### src/rtl/cache_pkg.sv
// Shared constants and state type for the cache-to-memory line adaptor.
package cache_pkg;

  localparam int S_LINE     = 256;
  localparam int S_BEAT     = 64;
  localparam int S_ADDR     = 32;
  localparam int BURST_LEN  = S_LINE / S_BEAT;
  localparam int LINE_OFF_W = $clog2(S_LINE / 8);
  localparam int BEAT_OFF_W = $clog2(S_BEAT / 8);
  localparam int CNT_W      = $clog2(BURST_LEN);

  typedef enum logic [1:0] {
    IDLE = 2'd0,
    RD   = 2'd1,
    WR   = 2'd2,
    DONE = 2'd3
  } adaptor_state_t;

endpackage

### src/rtl/cacheline_adaptor.sv
// Converts 256-bit cache line fills/write-backs into four-beat 64-bit memory bursts.
// Optional: define CACHELINE_ADAPTOR_CWF_EN for critical-word-first line fills.
module cacheline_adaptor
  import cache_pkg::*;
#(
  parameter int S_LINE = cache_pkg::S_LINE,
  parameter int S_BEAT = cache_pkg::S_BEAT,
  parameter int S_ADDR = cache_pkg::S_ADDR
) (
  input  logic              clk,
  input  logic              rst,
  input  logic [S_LINE-1:0] line_i,
  output logic [S_LINE-1:0] line_o,
  input  logic [S_ADDR-1:0] address_i,
  input  logic              read_i,
  input  logic              write_i,
  output logic              resp_o,
  input  logic [S_BEAT-1:0] burst_i,
  output logic [S_BEAT-1:0] burst_o,
  output logic [S_ADDR-1:0] address_o,
  output logic              read_o,
  output logic              write_o,
  input  logic              resp_i
);

  localparam int BURST_LEN  = S_LINE / S_BEAT;
  localparam int LINE_OFF_W = $clog2(S_LINE / 8);
  localparam int BEAT_OFF_W = $clog2(S_BEAT / 8);
  localparam int CNT_W      = $clog2(BURST_LEN);

  typedef logic [BURST_LEN-1:0][S_BEAT-1:0] line_t;

  adaptor_state_t    state_q, state_d;
  logic [CNT_W-1:0]  cnt_q, cnt_d;
  logic [CNT_W-1:0]  start_q, start_d;
  logic [S_ADDR-1:0] addr_q, addr_d;
  line_t             rline_q, rline_d;
  line_t             wline_q, wline_d;
  logic              last_beat;

  // Low address bits are discarded by the alignment below.
  logic unused_addr_bits;
  assign unused_addr_bits = ^address_i[LINE_OFF_W-1:0];

  // The burst ends when the counter is about to return to its starting slot.
  assign last_beat = resp_i && (CNT_W'(cnt_q + 1'b1) == start_q);

  always_comb begin
    // NOTE: every signal gets its hold value first so no path leaves it unassigned (no latches).
    state_d = state_q;
    cnt_d   = cnt_q;
    start_d = start_q;
    addr_d  = addr_q;
    rline_d = rline_q;
    wline_d = wline_q;

    unique case (state_q)
      IDLE: begin
        if (write_i) begin
          addr_d  = {address_i[S_ADDR-1:LINE_OFF_W], {LINE_OFF_W{1'b0}}};
          wline_d = line_i;
          cnt_d   = '0;
          start_d = '0;
          state_d = WR;
        end else if (read_i) begin
`ifdef CACHELINE_ADAPTOR_CWF_EN
          addr_d  = {address_i[S_ADDR-1:BEAT_OFF_W], {BEAT_OFF_W{1'b0}}};
          cnt_d   = address_i[LINE_OFF_W-1:BEAT_OFF_W];
          start_d = address_i[LINE_OFF_W-1:BEAT_OFF_W];
`else
          addr_d  = {address_i[S_ADDR-1:LINE_OFF_W], {LINE_OFF_W{1'b0}}};
          cnt_d   = '0;
          start_d = '0;
`endif
          state_d = RD;
        end
      end
      RD: begin
        if (resp_i) begin
          rline_d[cnt_q] = burst_i;
          cnt_d          = CNT_W'(cnt_q + 1'b1);
          if (last_beat) state_d = DONE;
        end
      end
      WR: begin
        if (resp_i) begin
          cnt_d = CNT_W'(cnt_q + 1'b1);
          if (last_beat) state_d = DONE;
        end
      end
      DONE: state_d = IDLE;
    endcase
  end

  // NOTE: the line registers are datapath but are reset too, because line_o must read 0 after reset.
  always_ff @(posedge clk or negedge rst) begin
    if (!rst) begin
      state_q <= IDLE;
      cnt_q   <= '0;
      start_q <= '0;
      addr_q  <= '0;
      rline_q <= '0;
      wline_q <= '0;
    end else begin
      // NOTE: non-blocking assignments so every register samples the pre-edge values.
      state_q <= state_d;
      cnt_q   <= cnt_d;
      start_q <= start_d;
      addr_q  <= addr_d;
      rline_q <= rline_d;
      wline_q <= wline_d;
    end
  end

  assign read_o    = (state_q == RD);
  assign write_o   = (state_q == WR);
  assign resp_o    = (state_q == DONE);
  assign address_o = addr_q;
  assign line_o    = rline_q;
  assign burst_o   = (state_q == WR) ? wline_q[cnt_q] : '0;

endmodule

### config.mk
export PLATFORM = sky130hd
export DESIGN_NAME = cacheline_adaptor
export DESIGN_NICKNAME = d
export VERILOG_FILES = /design/src/rtl/cache_pkg.sv /design/src/rtl/cacheline_adaptor.sv
export SDC_FILE = /design/constraint.sdc
export NUM_CORES = 1
export LEC_CHECK = 0
export CORE_AREA = 2 2 280 282
export CTS_BUF_LIST = sky130_fd_sc_hd__clkbuf_8 sky130_fd_sc_hd__clkbuf_16
export CTS_CLUSTER_DIAMETER = 100
export DETAILED_ROUTE_END_ITERATION = 10
export DIE_AREA = 0 0 282 284
export PLACE_DENSITY = 0.6
export SLEW_MARGIN = 20
export SYNTH_ARGS = -nofsm -noshare
export SYNTH_HDL_FRONTEND = slang
export SYNTH_SLANG_ARGS = --single-unit
### constraint.sdc
create_clock -name clk -period 2 [get_ports clk]
set_input_delay 0.3 -clock clk [delete_from_list [all_inputs] [get_ports clk]]
set_output_delay 0.3 -clock clk [all_outputs]
set_load 0.01 [all_outputs]
==> qor.yml, run 1 <==
run_status:
  status: "finished, violations left"
  failed_checks: "negative setup slack"
global_routing:
  grt_max_degree: 72
  grt_use_total_pct: 18.5
  grt_overflow: 0
  antenna_found_initial: 11
  grt_pass1_vias: 16700
  grt_pass1_wl_mm: 110
yosys:
  ys_types: 21
  ys_seq_elements: 543
  synth-seq-area-share_pct: 60.6
  avgSynthCellArea_um2: 16.9
  synth_area_um2: 22400
  synthCells: 1329
  ys_warn_count: 0
final_layout:
  nets: 2538
  final_common_cell: "clkdlybuf4s50_1"
  layout_common_cells: "632 x clkdlybuf4s50_1, 541 x dfrtp_1, 431 x mux2_2"
  layout-drive-gt1-share_pct: 44.9
  syn2layout_area_growth_pct: 58.1
  utilization_pct: 46.0
power:
  power_frac_clock_pct: 21.4
  p_total_mw: 57.7
  p_sw_share_pct: 30.3
  power.density_nw_per_um2: 1630
  p_leak_nw: 15.6
  p_seq_share_pct: 34.0
  ir_drop_mv: 0.885
  p_int_mw: 40.2
  power_switching_mw: 17.5
  pwr-share-comb_pct: 44.6
timing:
  slew_violations: 0
  setup_viol: 282
  hold_violations: 0
  worst_pin_slew_ns: 0.602
  rsz0062_at_grt: "true"
  period_needed_ns: 2.55
  fin_crit_sh_pct: 127
  clock.fmax_mhz: 393
  worst_clock_skew_ns: 0.0319
  tns_ns: -40.80
  maxSlewHeadroom_pct: 59.8
  finalWorstSetupSlack_ns: -0.547
route:
  vias: 14700
  dr.pass1.iters: 4
  dr_wl_met2_mm: 40.3
  drt-initial-drc-count: 625
  highest_layer: "met5"
  ant_nets: 0
  drc: 0
  wirelength_met1_mm: 29.2
  wl_per_cell_um: 23.6
  dr_wl_met3_mm: 5.52
  avgViaCountPerCell: 4.50
  drt-total-wl_mm: 76.9
clock_tree:
  clk_path_buf_depth: 3
  cts_tree: "yes"
  cts.root.buffer_cell: "clkbuf_16"
  cts_made_buffers: 66
  path_clk_slew_ns: 0.06
  clkSinkCount: 543
  cts-htree-levels: 3
  worstSkewPairLatency_ns: 0.61
die:
  fp.dieW_um: 282
  start_util_pct: 29.1
  dieArea_um2: 80100
  io_pins: 712
  core.rowCount: 102
  die_y_um: 284
  core_um2: 77000
worst_setup_path:
  startpoint_type: "flip-flop"
  critPathMaxFanout: 8
  crit_chain: "buf_12 > buf_12 > buf_16 > mux4_2 > and2_1 > buf_2"
  r2r_end: "line_o[110]"
  critPathBufInv: 4
  end_kind: "primary output"
  slowest_delay_ns: 0.50
  reg2reg_depth: 9
  cp_top_family: "buffers and inverters"
  worst_path_most_repeated_cell: "buf_12"
  reg2reg_slack_ns: -0.17
  critPathArrivalTime_ns: 2.25
  critical_path_required_ns: 1.70
  crit_type: "reg -> out"
  crit_slowest_cell: "dfrtp_4"
  reg2reg_from: "cnt_q[0]"
job:
  max-cap-violations: 0
place:
  dp_hpwl_mm: 54.0
  place_congestion: 0.837
  portBuffers: 701
hold_path:
  hold_class: "in -> async"
[worst max path at each step]
stage | depth (start not counted) | start | endpoint | slack [ns]
after floorplan | 7 | cnt_q[1] | line_o[0] | 0.15
after global placement | 4 | cnt_q[0] | burst_o[21] | -0.36
after detailed placement | 4 | cnt_q[0] | burst_o[57] | -0.37
after CTS | 6 | cnt_q[0] | burst_o[60] | -0.60
after global routing | 6 | cnt_q[0] | burst_o[58] | -0.63
final | 6 | cnt_q[0] | burst_o[58] | -0.55
[state kept, by name, summed over array words and instances (netlist names)]
name / cells
address_o: 27
wline_q: 256
line_o: 256
cnt_q: 2
state_q: 2
[stage by stage]
step	hold WS [ns]	setup WS [ns]	cells	instance area [µm²]
after floorplan	0.00441	0.148	1333	22400
after detailed placement	0.329	-0.369	3083	31300
after CTS	0.256	-0.598	3242	34700
after global placement	0.321	-0.362	3083	31300
final	0.294	-0.547	3263	35400
after global routing	0.273	-0.630	3261	35400
[logic make-up after synthesis]
group                      count (synthesis)  synth area share (%)
muxes                                    607                  33.7
DFF                                      543                  60.6
buffers and inverters                     87                  2.78
and+or+nand+nor                           76                  2.11
adders and majority gates                 11                 0.614
AOI/OAI and AO/OA                          4                 0.134
other                                      1                0.0167
[power groups by stage]
| stage | Combinational (mW) | Sequential, mW | Clock [mW] |
|---|---|---|---|
| after floorplan | 10.4 | 20.0 | 0 |
| after global placement | 22.7 | 19.5 | 0 |
| after detailed placement | 23.0 | 19.7 | 0 |
| after CTS | 25.2 | 19.5 | 12.7 |
| after global routing | 27.2 | 20.3 | 13.1 |
| final | 25.7 | 19.6 | 12.3 |
[routing by layer]
layer	GRT usage [%]	up-vias
met5	0	-
met4	5.20	6
met3	5.53	119
met2	32.9	463
met1	21.3	7636
li1	-	6472
[cell type report]
cell class / count / area (µm²)
Fill cell: 6778 / 41500
Multi-Input combinational cell: 703 / 8870
Timing Repair Buffer: 850 / 9330
Tap cell: 1040 / 1300
Clock buffer: 81 / 1860
Antenna cell: 7 / 17.5
Inverter: 6 / 30.0
Clock inverter: 33 / 427
Sequential cell: 543 / 13600
[synth_stat cells]
library cell,number,area [µm²]
a221oi_1,1,8.76
a22oi_1,1,7.51
and2_1,64,400
buf_1,1,3.75
buf_2,36,180
buf_4,7,52.6
buf_6,30,338
clkbuf_1,7,26.3
conb_1,1,3.75
dfrtp_1,543,13600
ha_1,11,138
inv_1,6,22.5
mux2_2,541,6090
mux2i_1,2,20.0
mux4_2,64,1440
nand2_1,6,22.5
nand2b_1,1,6.26
nand3_2,4,40.0
nor2_1,1,3.75
o21ai_0,1,5.00
o21ai_2,1,8.76
[what timing repair did]
item | in CTS | in global routing
gates resized for setup | 429 | 150
gates cloned | 16 | 10
setup buffers | 29 | 14
hold endpoints to repair | 25 | 0
pin swaps | 51 | 7
hold buffers | 1 | 0
endpoints found under the setup margin | 281 | 190
Note: power is estimated with default switching activity, not from simulation.
==> run 2, diff against run 1 <==
Settings changed: SLEW_MARGIN 20 to 15.
==> results of run 2 <==
Final layout, timing and power as in run 1 (identical DEF).
